File: config.mk
export PLATFORM = sky130hd
export DESIGN_NAME = led_serial_tx
export DESIGN_NICKNAME = d
export VERILOG_FILES = /design/src/rtl/lights_pkg.sv /design/src/rtl/led_bit_timer.sv /design/src/rtl/led_serial_tx.sv
export SDC_FILE = /design/constraint.sdc
export NUM_CORES = 1
export LEC_CHECK = 0
export ABC_CLOCK_PERIOD_IN_PS = 5300
export CORE_ASPECT_RATIO = 1.75
export CORE_MARGIN = 4
export CORE_UTILIZATION = 30
export CTS_CLUSTER_SIZE = 20
export DETAILED_ROUTE_END_ITERATION = 8
export PLACE_DENSITY_LB_ADDON = 0.1
export SYNTH_ARGS = -nofsm -noshare
export SYNTH_HDL_FRONTEND = slang
export SYNTH_HIERARCHICAL = 1
export SYNTH_SLANG_ARGS = --single-unit
File: constraint.sdc
create_clock -name clk -period 5.3 [get_ports clk]
set_clock_uncertainty 0.05 [all_clocks]
set_input_delay 0.53 -clock clk [delete_from_list [all_inputs] [get_ports clk]]
set_output_delay 0.53 -clock clk [all_outputs]
set_load 0.005 [all_outputs]
File: src/rtl/lights_pkg.sv
// Shared definitions for the 24-bit light interface.
// Colour field layout, frame FSM states and default LED timing.
package lights_pkg;

    localparam int WORD_W = 24;
    localparam int R_MSB  = 23;
    localparam int G_MSB  = 15;
    localparam int B_MSB  = 7;

    localparam int DEF_T0H  = 2;
    localparam int DEF_T1H  = 5;
    localparam int DEF_TBIT = 8;
    localparam int DEF_TRES = 20;

    typedef enum logic [1:0] {
        IDLE  = 2'd0,
        HIGH  = 2'd1,
        LOW   = 2'd2,
        LATCH = 2'd3
    } state_e;

    // Put the colour bytes in wire order (G,R,B for WS2812 strips).
    function automatic logic [WORD_W-1:0] reorder(
        input logic [WORD_W-1:0] w,
        input logic              grb
    );
        if (grb)
            return {w[G_MSB -: 8], w[R_MSB -: 8], w[B_MSB -: 8]};
        else
            return w;
    endfunction

endpackage

File: src/rtl/led_bit_timer.sv
// Loadable down-counter shared by the HIGH, LOW and LATCH phases.
// done_o is high while the count sits at zero; a load restarts it.
module led_bit_timer #(
    parameter int W = 5
) (
    input  logic         clk,
    input  logic         rst,
    input  logic         load_i,
    input  logic [W-1:0] load_val_i,
    output logic         done_o
);

    logic [W-1:0] cnt_q;
    logic [W-1:0] cnt_d;

    // Next count: reload wins, otherwise count down to zero and park.
    always_comb begin
        cnt_d = cnt_q;
        if (load_i)
            cnt_d = load_val_i;
        else if (cnt_q != '0)
            cnt_d = cnt_q - 1'b1;
    end

    // Count register.
    always_ff @(posedge clk) begin
        if (rst)
            cnt_q <= '0;
        else
            cnt_q <= cnt_d;
    end

    assign done_o = (cnt_q == '0);

endmodule

File: src/rtl/led_serial_tx.sv
// Serialises a 24-bit RGB word onto a WS2812-style single-wire line,
// then holds the line low for the latch gap before taking a new word.
module led_serial_tx
    import lights_pkg::*;
#(
    parameter int T0H       = DEF_T0H,
    parameter int T1H       = DEF_T1H,
    parameter int TBIT      = DEF_TBIT,
    parameter int TRES      = DEF_TRES,
    parameter bit GRB_ORDER = 1'b1
) (
    input  logic              clk,
    input  logic              rst,
    input  logic [WORD_W-1:0] light,
    input  logic              valid,
    output logic              ready,
    output logic              dout,
    output logic              busy
);

    localparam int TMAX = (TBIT > TRES) ? TBIT : TRES;
    localparam int CW   = $clog2(TMAX + 1);

    // Phase lengths are loaded as length-1 so a phase of N cycles
    // spends N cycles in its state.
    localparam logic [CW-1:0] L_H0   = CW'(T0H - 1);
    localparam logic [CW-1:0] L_H1   = CW'(T1H - 1);
    localparam logic [CW-1:0] L_L0   = CW'(TBIT - T0H - 1);
    localparam logic [CW-1:0] L_L1   = CW'(TBIT - T1H - 1);
    localparam logic [CW-1:0] L_RES  = CW'(TRES - 1);

    state_e            state_q, state_d;
    logic [WORD_W-1:0] sr_q, sr_d;
    logic [4:0]        bit_q, bit_d;
    logic              ready_q, dout_q, busy_q;

    logic              tmr_load;
    logic [CW-1:0]     tmr_val;
    logic              tmr_done;

    led_bit_timer #(
        .W (CW)
    ) u_timer (
        .clk        (clk),
        .rst        (rst),
        .load_i     (tmr_load),
        .load_val_i (tmr_val),
        .done_o     (tmr_done)
    );

    // Frame sequencing: accept, per-bit high/low phases, latch gap.
    always_comb begin
        state_d  = state_q;
        sr_d     = sr_q;
        bit_d    = bit_q;
        tmr_load = 1'b0;
        tmr_val  = '0;
        unique case (state_q)
            IDLE: begin
                if (valid && ready_q) begin
                    sr_d     = reorder(light, GRB_ORDER);
                    bit_d    = 5'd23;
                    state_d  = HIGH;
                    tmr_load = 1'b1;
                    tmr_val  = sr_d[WORD_W-1] ? L_H1 : L_H0;
                end
            end
            HIGH: begin
                if (tmr_done) begin
                    state_d  = LOW;
                    tmr_load = 1'b1;
                    tmr_val  = sr_q[WORD_W-1] ? L_L1 : L_L0;
                end
            end
            LOW: begin
                if (tmr_done) begin
                    tmr_load = 1'b1;
                    if (bit_q == 5'd0) begin
                        state_d = LATCH;
                        tmr_val = L_RES;
                    end else begin
                        sr_d    = {sr_q[WORD_W-2:0], 1'b0};
                        bit_d   = bit_q - 5'd1;
                        state_d = HIGH;
                        tmr_val = sr_q[WORD_W-2] ? L_H1 : L_H0;
                    end
                end
            end
            LATCH: begin
                if (tmr_done)
                    state_d = IDLE;
            end
        endcase
    end

    // State, data and registered outputs; reset drops any frame.
    always_ff @(posedge clk) begin
        if (rst) begin
            state_q <= IDLE;
            sr_q    <= '0;
            bit_q   <= '0;
            ready_q <= 1'b0;
            dout_q  <= 1'b0;
            busy_q  <= 1'b0;
        end else begin
            state_q <= state_d;
            sr_q    <= sr_d;
            bit_q   <= bit_d;
            ready_q <= (state_d == IDLE);
            dout_q  <= (state_d == HIGH);
            busy_q  <= (state_d != IDLE);
        end
    end

    assign ready = ready_q;
    assign dout  = dout_q;
    assign busy  = busy_q;

endmodule

* After elaboration in Yosys (flattened, before gate mapping) *
Index checks and enable logic that the tools add are counted.

cells by class
  add/subtract/negate cells = 2
  eq/ne operators = 7
  muxes and demuxes = 29
  reductions and logical operators = 11

operator list
  operator                                                                number
  24-bit two-way mux                                                      5
  24-bit one-hot mux with 2 select lines                                  1
  5-bit two-way mux                                                       7
  3-bit two-way mux                                                       5
  5-bit one-hot mux with 3 select lines                                   1
  5-bit zero test                                                         2
  2-bit two-way mux                                                       5
  5-bit one-hot mux with 2 select lines                                   1
  5-bit by 1-bit subtractor with 5-bit output (second input constant)     2
  2-bit one-hot mux with 4 select lines                                   1
  2-bit != test (second input constant)                                   3
  2-bit nonzero test                                                      3
  5-bit nonzero test                                                      1
  2-bit by 1-bit equality test with 1-bit output (second input constant)  2
  2-bit equality test (second input constant)                             2
  2-bit zero test                                                         2
  4-bit AND reduction                                                     1
  1-bit two-way mux                                                       2
  1-bit one-hot mux with 2 select lines                                   1
  2-bit OR reduction                                                      1
  1-bit logical AND                                                       1

word-level totals
  register bits = 39
  bits of input ports = 27
  word-level logic and storage cells = 56

* Depth between registers and ports, before layout *
Gate-level depths: netlist of run 1.

  depth in word-level cells = 7
  depth in mapped cells = 10
  depth with buffers taken out = 9

* Modules after synthesis *
Netlist of run 1, hierarchy kept.

by module, submodules not included
  module         times used  cells each  area each (µm²)  seq. area each (µm²)
  led_serial_tx  1           188         1,770.4          680.7
  led_bit_timer  1           32          287.8            100.1

* Worst setup path before layout of run 1 *
OpenSTA, ideal clock, no wires.

  kind = reg2reg
  from = reg u_timer.cnt_q[0]
  to = reg u_timer.cnt_q[1]
  arrival time = 2.180 ns
  required time = 5.128 ns
  path slack = 2.948 ns
  stages on the path, launching flop included = 10
  path buffers = 1
  period minus slack after synthesis = 2.352 ns
  cells stage by stage = dfxtp_1 inv_1 ha_1 nor4b_4 buf_2 nand2_1 a21oi_1 inv_1 and4_2 a311o_1

on the way
  longest elaborated chain between the ends = 4

ends and longest elaborated chain
  item                                                     line                                      text
  from (decl)                                              led_bit_timer.sv:13                       logic [W-1:0] cnt_q;
  from (signal assigned)                                   led_bit_timer.sv:30                       cnt_q <= cnt_d;
  5-bit zero test (*)                                      led_bit_timer.sv:33                       assign done_o = (cnt_q == '0);
  via tmr_done                                             led_serial_tx.sv:39                       logic tmr_done;
  1-bit two-way mux (*)                                    led_serial_tx.sv:69, led_serial_tx.sv:76
  1-bit one-hot mux with 2 select lines (*)                led_serial_tx.sv:58                       unique case (state_q)
  via tmr_load                                             led_serial_tx.sv:37                       logic tmr_load;
  5-bit two-way mux or 2-bit nonzero test (tied branches)  n/a

The timed path passes the listed nets; every way through them passes the cells marked *. The select of a mux whose other input is x is not followed.
A chain may end at the register's enable or synchronous reset.

* Worst setup path in the final report of run 1 *
  from = reg state_q[0]
  to = reg bit_q[3]

on the way
  longest elaborated chain between the ends = 3

ends and longest elaborated chain
  item                                                           line                  text
  from (decl)                                                    led_serial_tx.sv:32   state_e state_q, state_d;
  from (signal assigned)                                         led_serial_tx.sv:106  state_q <= state_d;
  2-bit equality test or 2-bit zero test (tied branches)         led_serial_tx.sv:58
  2-bit != test (no line) or 2-bit nonzero test (tied branches)  n/a
  4-bit AND reduction (no line)                                  n/a
  to (signal assigned)                                           led_serial_tx.sv:108  bit_q <= bit_d;
  to (decl)                                                      led_serial_tx.sv:34   logic [4:0] bit_q, bit_d;

Several ways; a longest one is shown, not always the timed one.

==> results of run 1 <==
## state kept, by name (all words and copies together), names as in the netlist
register       count
bit_q              5
sr_q              24
ready              1
u_timer/cnt_q      5
busy               1
state_q            2
dout               1
## path summary, 6_finish.rpt
kind,startpoint,end,slack [ps],depth (start not counted)
hold reg to reg,sr_q[9],sr_q[9],450,2
setup / recovery,state_q[0],bit_q[3],2340,8
hold / removal,sr_q[9],sr_q[9],450,2
setup reg to reg,state_q[0],bit_q[3],2340,8
## critical path: cells and delay by family, from the launching register on
family,cells,cell delay (ps)
compound gates,1,800
buf+inv,3,780
simple gates,2,360
flops,1,350
mux,1,310
fa+ha+maj,1,200
## layer usage
layer,vias to the layer above,part of all wire,GRT usage
met5,-,0,0
met4,0,0.020,0.0553
met3,6,0.026,0.0222
met2,23,0.53,0.202
met1,790,0.42,0.125
li1,860,-,-
## power groups by stage
| stage | registers (µW) | logic [µW] | clock network, µW |
|---|---|---|---|
| after CTS | 462 | 665 | 363 |
| final | 461 | 655 | 353 |
| after detailed placement | 467 | 662 | 0 |
| after global routing | 475 | 741 | 372 |
| after floorplan | 453 | 541 | 0 |
| after global placement | 467 | 658 | 0 |
## area by class of cell
cell class / instances / area, µm²
clock buffers: 6 / 139
repair buffers: 33 / 320
flip-flops and latches: 39 / 781
clock inverters: 2 / 35.0
inverters: 15 / 56.3
fillers: 701 / 4000
multi-input cells: 153 / 1150
well taps: 82 / 103
## metrics by stage
| stage | worst slack [ps] | total power (µW) | util |
|---|---|---|---|
| after floorplan | 2950 | 994 | - |
| after global placement | 2340 | 1130 | 0.366 |
| after detailed placement | 2320 | 1130 | 0.366 |
| after CTS | 2310 | 1490 | 0.392 |
| after global routing | 2060 | 1590 | 0.392 |
| final | 2340 | 1470 | 0.392 |
## cell families after synthesis
| logic type | Yosys count |
|---|---|
| multiplexers | 24 |
| adder cells (fa/ha/maj) | 6 |
| AO/OA/AOI/OAI | 58 |
| flip-flops | 39 |
| other | 1 |
| buffers and inverters | 28 |
| AND/OR/NAND/NOR | 63 |
| XOR/XNOR | 1 |
## cells in the mapped netlist (2+ instances only)
master and number:
sky130_fd_sc_hd__ha_1 6, sky130_fd_sc_hd__a211oi_2 9, sky130_fd_sc_hd__dfxtp_1 39, sky130_fd_sc_hd__a21oi_1 7, sky130_fd_sc_hd__o211ai_1 3, sky130_fd_sc_hd__o21bai_1 3, sky130_fd_sc_hd__buf_6 2, sky130_fd_sc_hd__clkbuf_1 4
sky130_fd_sc_hd__a311oi_1 2, sky130_fd_sc_hd__o22ai_1 2, sky130_fd_sc_hd__nand2_1 8, sky130_fd_sc_hd__o21ai_1 3, sky130_fd_sc_hd__inv_1 14, sky130_fd_sc_hd__buf_4 3, sky130_fd_sc_hd__a211oi_1 17, sky130_fd_sc_hd__nand3_1 2
sky130_fd_sc_hd__mux2i_1 23, sky130_fd_sc_hd__nand2b_1 5, sky130_fd_sc_hd__buf_2 3, sky130_fd_sc_hd__nor2_1 31, sky130_fd_sc_hd__nor3_1 5
==> metrics.txt, run 1 <==
# TYPE chip_impl_metric gauge
chip_impl_metric{name="ys.warnings.count",unit=""} 6
chip_impl_info{name="timing_worst_setup_path_type",value="flop to flop"} 1
chip_impl_metric{name="power.leakage",unit="µW"} 0.000899
chip_impl_metric{name="synthArstFlopShare",unit=""} 0
chip_impl_metric{name="post_cts_hold_buffer_count",unit=""} 0
chip_impl_info{name="tritoncts",value="built"} 1
chip_impl_info{name="crit_slowest_cell",value="sky130_fd_sc_hd__a211oi_4"} 1
chip_impl_metric{name="cts.repair.resized",unit=""} 0
chip_impl_metric{name="place.port_buffers",unit=""} 29
chip_impl_metric{name="grt_first_pass_wirelength",unit="µm"} 7690
chip_impl_info{name="final_common_cell",value="sky130_fd_sc_hd__dfxtp_1"} 1
chip_impl_metric{name="share_clk_of_total_power",unit=""} 0.241
chip_impl_metric{name="setup_viol",unit=""} 0
chip_impl_metric{name="drtAntennaViolNets",unit=""} 0
chip_impl_metric{name="final-instance-count-excl-fill",unit=""} 330
chip_impl_metric{name="post_route_cells_drive_above_1_share",unit=""} 0.113
chip_impl_metric{name="xor_xnor_share_of_the_synthesized_area",unit=""} 0.00426
chip_impl_metric{name="antenna_found_initial",unit=""} 0
chip_impl_metric{name="power_frac_comb",unit=""} 0.446
chip_impl_metric{name="critical_path_arrival",unit="ps"} 3080
chip_impl_metric{name="final_standard_cell_area_without_fillers",unit="µm²"} 2580
chip_impl_metric{name="total_track_usage",unit=""} 0.113
chip_impl_metric{name="p_sw_frac",unit=""} 0.378
chip_impl_info{name="grt_setup_unrepaired",value="no"} 1
chip_impl_metric{name="place_congestion",unit=""} 0.752
chip_impl_metric{name="design.final.nets",unit=""} 280
chip_impl_metric{name="max_clock_freq",unit="GHz"} 0.338
chip_impl_metric{name="cts_setup_buffers",unit=""} 0
chip_impl_metric{name="layout_worst_path_cycle_share",unit=""} 0.559
chip_impl_metric{name="dpl-instance-area",unit="µm²"} 2410
chip_impl_metric{name="detail_route.wl_per_cell",unit="µm"} 13.6
chip_impl_metric{name="io_pins",unit=""} 30
chip_impl_metric{name="clk_latency",unit="ps"} 280
chip_impl_info{name="main_combinational_cell_family_by_area_after_synthesis",value="compound AO/OA/AOI/OAI gates"} 1
chip_impl_metric{name="die_h",unit="µm"} 118
chip_impl_metric{name="max_slew.worst_pin.slew",unit="ps"} 886
chip_impl_info{name="outcome",value="completed"} 1
chip_impl_metric{name="setup_tns",unit="ps"} 0
chip_impl_metric{name="initial_core_util",unit=""} 0.312
chip_impl_metric{name="synth.yosys.seq_area_share",unit=""} 0.379
chip_impl_metric{name="synth_edf_count",unit=""} 0
chip_impl_metric{name="slew_headroom",unit=""} 0.407
chip_impl_metric{name="ir_drop",unit="V"} 0.000220
chip_impl_metric{name="final-max-slew-violation-count",unit=""} 0
chip_impl_metric{name="count_of_different_cell_masters_after_synthesis",unit=""} 50
chip_impl_metric{name="fp-row-count",unit=""} 39
chip_impl_info{name="type_of_element_capturing_the_critical_path",value="flop"} 1
chip_impl_metric{name="synthToLayoutAreaGrowth",unit="%"} 25.5
chip_impl_metric{name="drcViolationCount",unit=""} 0
chip_impl_metric{name="diodes",unit=""} 0
chip_impl_metric{name="post-place-cells",unit=""} 322
chip_impl_metric{name="pwr-share-seq",unit=""} 0.314
chip_impl_info{name="synth.top_cells.by_area",value="sky130_fd_sc_hd__dfxtp_1 38%, sky130_fd_sc_hd__mux2i_1 11%, sky130_fd_sc_hd__a211oi_1 6.2%"} 1
chip_impl_info{name="worstSetupStartpointType",value="flop"} 1
chip_impl_metric{name="clkSinkCount",unit=""} 39
chip_impl_info{name="cts_root_buffer",value="sky130_fd_sc_hd__clkbuf_16"} 1
chip_impl_metric{name="cts.path.max_buffers",unit=""} 2
chip_impl_metric{name="timing.critical_path.fanout_max",unit=""} 29
chip_impl_metric{name="timing.final.crit_period",unit="ps"} 2960
chip_impl_info{name="hold_class",value="flop to flop"} 1
chip_impl_metric{name="fp.dieArea",unit="µm²"} 8300
chip_impl_metric{name="whs",unit="ps"} 449
chip_impl_metric{name="grt_max_degree",unit=""} 30
chip_impl_metric{name="routed-via-count",unit=""} 1679
chip_impl_info{name="synthFlopType",value="sky130_fd_sc_hd__dfxtp_1"} 1
chip_impl_metric{name="grt_pass1_vias",unit=""} 1692
chip_impl_metric{name="cts_htree_levels",unit=""} 2
chip_impl_metric{name="power_report.internal_total",unit="µW"} 914
chip_impl_info{name="final_cell_mix",value="39 x sky130_fd_sc_hd__dfxtp_1, 31 x sky130_fd_sc_hd__nor2_1, 29 x sky130_fd_sc_hd__clkdlybuf4s50_1"} 1
chip_impl_metric{name="mappedNetlistArea",unit="µm²"} 2060
chip_impl_metric{name="arithmetic_cell_share_of_the_synthesized_area_counting_full_adders_half_adders_and_majority_gates",unit=""} 0.0365
chip_impl_info{name="worst_path_cell_chain",value="inv_1 > ha_1 > buf_4 > nand2b_1 > a211oi_4 > buf_4 > nand2_1 > mux2_1"} 1
chip_impl_metric{name="synth_fp_nets",unit=""} 253
chip_impl_metric{name="synth_area_per_cell",unit="µm²"} 9.36
chip_impl_metric{name="hpwl",unit="µm"} 3190
chip_impl_metric{name="slowest_delay",unit="ps"} 800
chip_impl_metric{name="vias_per_cell",unit=""} 5.09
chip_impl_metric{name="drt_first_iter_violations",unit=""} 64
chip_impl_metric{name="power.density",unit="nW/µm²"} 569
chip_impl_metric{name="gr-total-overflow",unit=""} 0
chip_impl_metric{name="finalHoldViolations",unit=""} 0
chip_impl_metric{name="numCtsBuffers",unit=""} 5
chip_impl_metric{name="drtPass1Iterations",unit=""} 4
chip_impl_metric{name="p_sw",unit="µW"} 555
chip_impl_metric{name="fp.coreArea",unit="µm²"} 6590
chip_impl_metric{name="required",unit="ps"} 5420
chip_impl_metric{name="clock_input_transition_at_the_sequential_cells_of_the_worst_setup_and_hold_paths",unit="ps"} 60
chip_impl_info{name="synth_top_area_cell",value="sky130_fd_sc_hd__dfxtp_1"} 1
chip_impl_metric{name="postSynthCellCount",unit=""} 220
chip_impl_metric{name="synth_seq_cells",unit=""} 39
chip_impl_metric{name="share_of_synthesized_cell_area_in_and_or_nand_and_nor_gates",unit=""} 0.167
chip_impl_metric{name="die_x",unit="µm"} 70.6
chip_impl_info{name="critical-path-top-cell-by-count",value="sky130_fd_sc_hd__buf_4"} 1
chip_impl_metric{name="drv_cap",unit=""} 0
chip_impl_metric{name="synth.area.mux_share",unit=""} 0.117
chip_impl_metric{name="synth_compound_gate_area_share",unit=""} 0.228
chip_impl_metric{name="post-synth-top-area-fraction",unit=""} 0.379
chip_impl_metric{name="detail_route.wirelength",unit="µm"} 4470
No activity file was read; power rests on OpenSTA's default activity.
==> run 2: changes to the inputs <==
Settings changed: ABC_CLOCK_PERIOD_IN_PS 5300 to 2700.
Clock period 5.3 ns to 2.7 ns, I/O delays scaled along.
==> run 2 against run 1 <==
Global-route usage rose by 0.67 points. First-iteration DRC count is 42% lower. Core utilization down 0.076 points. Worst setup slack got worse by 1800 ps. Critical path type unchanged. Sequential share of layout area up 0.059 points. Sequential power grew 97%. Worst hold slack got worse by 0.52 ps.
==> metrics.txt, run 2 (synthesis results as in run 1) <==
# TYPE chip_impl_metric gauge
chip_impl_info{name="outcome",value="completed"} 1
chip_impl_info{name="worstSetupStartpointType",value="flop"} 1
chip_impl_info{name="largest_register",value="sr_q"} 1
chip_impl_metric{name="design.final.nets",unit=""} 282
chip_impl_metric{name="setup_viol",unit=""} 0
chip_impl_metric{name="cts_setup_buffers",unit=""} 0
chip_impl_metric{name="drtAntennaViolNets",unit=""} 0
chip_impl_metric{name="power.leakage",unit="µW"} 0.000893
chip_impl_metric{name="max_slew.worst_pin.slew",unit="ps"} 602
chip_impl_info{name="grt_setup_unrepaired",value="no"} 1
chip_impl_metric{name="clkSinkCount",unit=""} 39
chip_impl_metric{name="cts_htree_levels",unit=""} 2
chip_impl_metric{name="slew_headroom",unit=""} 0.598
chip_impl_metric{name="numCtsBuffers",unit=""} 5
chip_impl_metric{name="cts.repair.resized",unit=""} 0
chip_impl_metric{name="clk_latency",unit="ps"} 280
chip_impl_metric{name="grt_first_pass_wirelength",unit="µm"} 8000
chip_impl_info{name="tritoncts",value="built"} 1
chip_impl_metric{name="initial_core_util",unit=""} 0.312
chip_impl_metric{name="timing.final.crit_period",unit="ps"} 2190
chip_impl_metric{name="die_h",unit="µm"} 118
chip_impl_metric{name="vias_per_cell",unit=""} 5.03
chip_impl_metric{name="fp.coreArea",unit="µm²"} 6590
chip_impl_info{name="type_of_element_capturing_the_critical_path",value="flop"} 1
chip_impl_metric{name="max_clock_freq",unit="GHz"} 0.457
chip_impl_info{name="final_cell_mix",value="39 x sky130_fd_sc_hd__dfxtp_1, 31 x sky130_fd_sc_hd__nor2_1, 29 x sky130_fd_sc_hd__clkdlybuf4s50_1"} 1
chip_impl_metric{name="post-place-cells",unit=""} 324
chip_impl_metric{name="antenna_found_initial",unit=""} 0
chip_impl_metric{name="detail_route.wl_per_cell",unit="µm"} 14.0
chip_impl_metric{name="place.port_buffers",unit=""} 29
chip_impl_metric{name="cts.path.max_buffers",unit=""} 2
chip_impl_metric{name="fp-row-count",unit=""} 39
chip_impl_metric{name="grt_pass1_vias",unit=""} 1712
chip_impl_metric{name="die_x",unit="µm"} 70.6
chip_impl_metric{name="dpl-instance-area",unit="µm²"} 2440
chip_impl_metric{name="grt_max_degree",unit=""} 47
chip_impl_metric{name="final-instance-count-excl-fill",unit=""} 332
chip_impl_metric{name="total_track_usage",unit=""} 0.120
chip_impl_metric{name="timing.critical_path.fanout_max",unit=""} 14
chip_impl_metric{name="required",unit="ps"} 2820
chip_impl_metric{name="hpwl",unit="µm"} 3360
chip_impl_metric{name="layout_worst_path_cycle_share",unit=""} 0.810
chip_impl_metric{name="power_report.internal_total",unit="µW"} 1720
chip_impl_metric{name="drtPass1Iterations",unit=""} 4
chip_impl_metric{name="power.density",unit="nW/µm²"} 1090
chip_impl_metric{name="synthToLayoutAreaGrowth",unit="%"} 25.3
chip_impl_metric{name="power_frac_comb",unit=""} 0.474
chip_impl_metric{name="fp.dieArea",unit="µm²"} 8300
chip_impl_metric{name="drv_cap",unit=""} 0
chip_impl_metric{name="final_standard_cell_area_without_fillers",unit="µm²"} 2580
chip_impl_info{name="hold_class",value="flop to flop"} 1
chip_impl_metric{name="post_cts_hold_buffer_count",unit=""} 0
chip_impl_metric{name="ir_drop",unit="V"} 0.000358
chip_impl_metric{name="io_pins",unit=""} 30
chip_impl_metric{name="finalHoldViolations",unit=""} 0
chip_impl_info{name="reg_top3",value="sr_q x24, bit_q x5, u_timer/cnt_q x5"} 1
chip_impl_info{name="timing_worst_setup_path_type",value="flop to flop"} 1
chip_impl_metric{name="post_route_cells_drive_above_1_share",unit=""} 0.116
chip_impl_metric{name="pwr-share-seq",unit=""} 0.322
chip_impl_metric{name="p_sw",unit="µW"} 1100
chip_impl_metric{name="share_clk_of_total_power",unit=""} 0.204
chip_impl_metric{name="largest_reg_flops",unit=""} 24
chip_impl_metric{name="clock_input_transition_at_the_sequential_cells_of_the_worst_setup_and_hold_paths",unit="ps"} 60
chip_impl_metric{name="final-max-slew-violation-count",unit=""} 0
chip_impl_metric{name="drt_first_iter_violations",unit=""} 37
chip_impl_info{name="final_common_cell",value="sky130_fd_sc_hd__dfxtp_1"} 1
chip_impl_metric{name="drcViolationCount",unit=""} 0
chip_impl_info{name="cts_root_buffer",value="sky130_fd_sc_hd__clkbuf_16"} 1
chip_impl_metric{name="p_sw_frac",unit=""} 0.391
chip_impl_metric{name="place_congestion",unit=""} 0.811
chip_impl_metric{name="critical_path_arrival",unit="ps"} 2300
chip_impl_metric{name="routed-via-count",unit=""} 1671
chip_impl_metric{name="gr-total-overflow",unit=""} 0
chip_impl_metric{name="setup_tns",unit="ps"} 0
chip_impl_metric{name="detail_route.wirelength",unit="µm"} 4630
chip_impl_metric{name="diodes",unit=""} 0
chip_impl_metric{name="finish.utilization",unit=""} 0.391
==> run 2: path summary, 6_finish.rpt <==
path,start,end,slack (ps),cells past startpoint
setup / recovery,u_timer/cnt_q[0],u_timer/cnt_q[1],510,9
hold / removal,sr_q[13],sr_q[13],450,2
setup reg to reg,u_timer/cnt_q[0],u_timer/cnt_q[1],510,9
hold reg to reg,sr_q[13],sr_q[13],450,2
==> run 2: through the flow <==
step                      total power [µW]  hold WS (ps)  setup slack (ps)
after floorplan                       1950           289               348
after global placement                2270           440               587
after detailed placement              2280           442               510
after CTS                             2870           451               489
after global routing                  3070           461               311
final                                 2820           449               512
==> run 2: final cells by class <==
type	instances	area, µm²
fill	705	4010
multi-input combinational	153	1150
sequential	39	781
timing repair buffer	35	348
clock buffer	6	129
tap	82	103
inverter	15	56.3
clock inverter	2	12.5
==> run 2: worst max-delay path, cell delays in order, from the launching register on <==
cell and delay, ps:
sky130_fd_sc_hd__dfxtp_1 320, sky130_fd_sc_hd__inv_1 80, sky130_fd_sc_hd__ha_1 210, sky130_fd_sc_hd__nor4b_4 280
sky130_fd_sc_hd__buf_4 250, sky130_fd_sc_hd__nand2_1 60, sky130_fd_sc_hd__a21oi_1 190, sky130_fd_sc_hd__inv_1 140
sky130_fd_sc_hd__and4_2 230, sky130_fd_sc_hd__a311o_1 270
==> run 2: power by group through the flow <==
stage | Sequential (µW) | Clock [µW] | Combinational (µW)
after floorplan | 889 | 0 | 1060
after global placement | 921 | 0 | 1350
after detailed placement | 923 | 0 | 1350
after CTS | 911 | 599 | 1360
after global routing | 938 | 623 | 1510
final | 908 | 576 | 1340
==> run 2: metal layers <==
layer / track usage / wire [µm] / share of wire / vias up
li1: - / - / - / 860
met1: 0.130 / 1940 / 0.42 / 775
met2: 0.212 / 2440 / 0.53 / 26
met3: 0.0239 / 137 / 0.030 / 10
met4: 0.0671 / 126 / 0.027 / 0
met5: 0 / 0 / 0 / -
==> run 3: changes to the inputs <==
Settings changed: ABC_CLOCK_PERIOD_IN_PS 2700 to 1800.
Clock period 2.7 ns to 1.8 ns, I/O delays scaled along.
==> run 3 against run 2 <==
The flow now finishes with violations (setup timing). Via count grew 14%. Non-clock buffer count grew 52. Wire length grew 26%. Register-to-register slack lost 650 ps. Core utilization grew 13 points. Worst setup slack lost 650 ps. Largest cell class unchanged.
==> metrics.txt, run 3 (synthesis results as in run 1) <==
# TYPE chip_impl_metric gauge
chip_impl_info{name="hold_class",value="flop to flop"} 1
chip_impl_metric{name="place_congestion",unit=""} 0.778
chip_impl_info{name="kind_of_cell_adding_the_most_delay_to_the_critical_path",value="buffers and inverters"} 1
chip_impl_metric{name="numCtsBuffers",unit=""} 5
chip_impl_metric{name="fp.coreArea",unit="µm²"} 6590
chip_impl_metric{name="required",unit="ps"} 1920
chip_impl_info{name="failed_checks",value="setup timing"} 1
chip_impl_metric{name="slowest_delay",unit="ps"} 320
chip_impl_metric{name="drtPass1Iterations",unit=""} 4
chip_impl_metric{name="ir_drop",unit="V"} 0.000862
chip_impl_metric{name="die_x",unit="µm"} 70.6
chip_impl_metric{name="post-layout-total-power",unit="µW"} 6600
chip_impl_metric{name="power.density",unit="nW/µm²"} 1920
chip_impl_metric{name="whs",unit="ps"} 449
chip_impl_info{name="worst_path_cell_chain",value="inv_2 > ha_4 > nor4b_4 > buf_4 > buf_4 > buf_6 > o21bai_4 > a211o_1 > o211ai_1 > nor2_1"} 1
chip_impl_info{name="tritoncts",value="built"} 1
chip_impl_metric{name="worst-r2r-cell-count",unit=""} 10
chip_impl_metric{name="detail_route.wirelength",unit="µm"} 5850
chip_impl_metric{name="critical_path_arrival",unit="ps"} 2050
chip_impl_metric{name="grt_pass1_vias",unit=""} 1949
chip_impl_metric{name="synthToLayoutAreaGrowth",unit="%"} 66.9
chip_impl_metric{name="cts_htree_levels",unit=""} 2
chip_impl_metric{name="dpl-instance-area",unit="µm²"} 2870
chip_impl_metric{name="die_h",unit="µm"} 118
chip_impl_metric{name="post_route_cells_drive_above_1_share",unit=""} 0.430
chip_impl_info{name="worstSetupStartpointType",value="flop"} 1
chip_impl_metric{name="detail_route.wl_per_cell",unit="µm"} 15.2
chip_impl_metric{name="layout_worst_path_cycle_share",unit=""} 1.07
chip_impl_metric{name="cts.path.max_buffers",unit=""} 2
chip_impl_metric{name="post_cts_hold_buffer_count",unit=""} 0
chip_impl_metric{name="setup_tns",unit="ps"} -2220
chip_impl_metric{name="grt_max_degree",unit=""} 23
chip_impl_info{name="crit_slowest_cell",value="sky130_fd_sc_hd__dfxtp_2"} 1
chip_impl_metric{name="io_pins",unit=""} 30
chip_impl_metric{name="final_critical_path_setup_slack",unit="ps"} -134
chip_impl_metric{name="antenna_found_initial",unit=""} 0
chip_impl_metric{name="worstHoldPathCells",unit=""} 2
chip_impl_metric{name="drcViolationCount",unit=""} 0
chip_impl_metric{name="gr-total-overflow",unit=""} 0
chip_impl_info{name="outcome",value="finished, violations left"} 1
chip_impl_metric{name="finalHoldViolations",unit=""} 0
chip_impl_metric{name="place.port_buffers",unit=""} 29
chip_impl_info{name="grt_setup_unrepaired",value="yes"} 1
chip_impl_info{name="type_of_element_capturing_the_critical_path",value="flop"} 1
chip_impl_metric{name="critical_path.n_buffers_inverters",unit=""} 4
chip_impl_info{name="reg_top3",value="sr_q x24, bit_q x5, u_timer/cnt_q x5"} 1
chip_impl_info{name="min_delay_worst_endpoint",value="sr_q[7]"} 1
chip_impl_info{name="final_cell_mix",value="44 x sky130_fd_sc_hd__buf_4, 37 x sky130_fd_sc_hd__dfxtp_1, 29 x sky130_fd_sc_hd__clkdlybuf4s50_1"} 1
chip_impl_metric{name="hpwl",unit="µm"} 3930
chip_impl_metric{name="setup_viol",unit=""} 34
chip_impl_info{name="timing_worst_setup_path_type",value="flop to flop"} 1
chip_impl_metric{name="fp-row-count",unit=""} 39
chip_impl_metric{name="vias_per_cell",unit=""} 4.97
chip_impl_metric{name="largest_reg_flops",unit=""} 24
chip_impl_metric{name="final_standard_cell_area_without_fillers",unit="µm²"} 3440
chip_impl_metric{name="total_track_usage",unit=""} 0.144
chip_impl_metric{name="design.final.nets",unit=""} 334
chip_impl_metric{name="drtAntennaViolNets",unit=""} 0
chip_impl_metric{name="power.leakage",unit="µW"} 0.00130
chip_impl_metric{name="clock_input_transition_at_the_sequential_cells_of_the_worst_setup_and_hold_paths",unit="ps"} 60
chip_impl_metric{name="post-place-cells",unit=""} 363
chip_impl_info{name="final_common_cell",value="sky130_fd_sc_hd__buf_4"} 1
chip_impl_metric{name="final-instance-count-excl-fill",unit=""} 384
chip_impl_metric{name="diodes",unit=""} 0
chip_impl_metric{name="final-max-slew-violation-count",unit=""} 0
chip_impl_metric{name="clkSinkCount",unit=""} 39
chip_impl_metric{name="timing.final.crit_period",unit="ps"} 1930
chip_impl_metric{name="grt_first_pass_wirelength",unit="µm"} 9510
chip_impl_info{name="cts_root_buffer",value="sky130_fd_sc_hd__clkbuf_16"} 1
chip_impl_info{name="critical-path-top-cell-by-count",value="sky130_fd_sc_hd__buf_4"} 1
chip_impl_info{name="critical_path.reg2reg.startpoint",value="u_timer/cnt_q[0]"} 1
chip_impl_metric{name="timing.critical_path.fanout_max",unit=""} 4
chip_impl_metric{name="drv_cap",unit=""} 0
chip_impl_metric{name="worst-r2r-setup-slack",unit="ps"} -130
chip_impl_info{name="timing.rr.end",value="dout"} 1
chip_impl_metric{name="clk_latency",unit="ps"} 280
chip_impl_metric{name="routed-via-count",unit=""} 1910
chip_impl_info{name="largest_register",value="sr_q"} 1
chip_impl_metric{name="drt_first_iter_violations",unit=""} 62
chip_impl_metric{name="initial_core_util",unit=""} 0.312
chip_impl_metric{name="max_clock_freq",unit="GHz"} 0.517
chip_impl_metric{name="fp.dieArea",unit="µm²"} 8300
chip_impl_info{name="holdCritStartpoint",value="sr_q[7]"} 1
[run 3: through the flow]
step,utilization,setup slack [ps]
finish,0.522,-134
global route,0.522,-213
CTS,0.499,-172
detailed placement,0.436,-152
global placement,0.436,-118
floorplan,-,-143
[run 3: final cells by class]
class,count,area [µm²]
Fill cell,635,3150
Multi-Input combinational cell,153,1450
Timing Repair Buffer,87,872
Sequential cell,39,783
Clock buffer,6,139
Tap cell,82,103
Inverter,15,56.3
Clock inverter,2,35.0
[run 3: worst max-delay path by stage]
stage,startpoint,to,slack [ps],cells past startpoint
6_report,u_timer/cnt_q[0],dout,-130,10
5_1_grt,u_timer/cnt_q[0],sr_q[19],-210,10
4_1_cts,u_timer/cnt_q[0],bit_q[3],-170,9
3_5_place_dp,u_timer/cnt_q[0],sr_q[21],-150,9
3_3_place_gp,u_timer/cnt_q[0],sr_q[20],-120,9
2_1_floorplan,u_timer/cnt_q[1],u_timer/cnt_q[1],-140,9
[run 3: worst min-delay path: stages (launching register included)]
cell,delay (ps)
sky130_fd_sc_hd__dfxtp_1,310
sky130_fd_sc_hd__nor2_1,100
sky130_fd_sc_hd__a211oi_1,50
[run 3: metal layers]
metal	vias up	routed length, µm	global-route usage
met5	-	0	0
met4	0	139	0.0600
met3	8	144	0.0231
met2	26	3310	0.271
met1	915	2250	0.154
li1	961	-	-
[run 3: power breakdown]
| part | switching [µW] | leakage [µW] | internal (µW) | total, µW |
|---|---|---|---|---|
| Combinational | 1870 | 0.000888 | 2310 | 4170 |
| Sequential | 222 | 0.000322 | 1160 | 1380 |
| Clock | 354 | 0.0000868 | 689 | 1040 |
[run 3: what timing repair did]
item / in CTS / in global routing
buffers inserted: 6 / 4
pin swaps: 18 / 9
cloned: 4 / 1
gates resized for setup: 19 / 28
endpoints found under the setup margin: 36 / 38
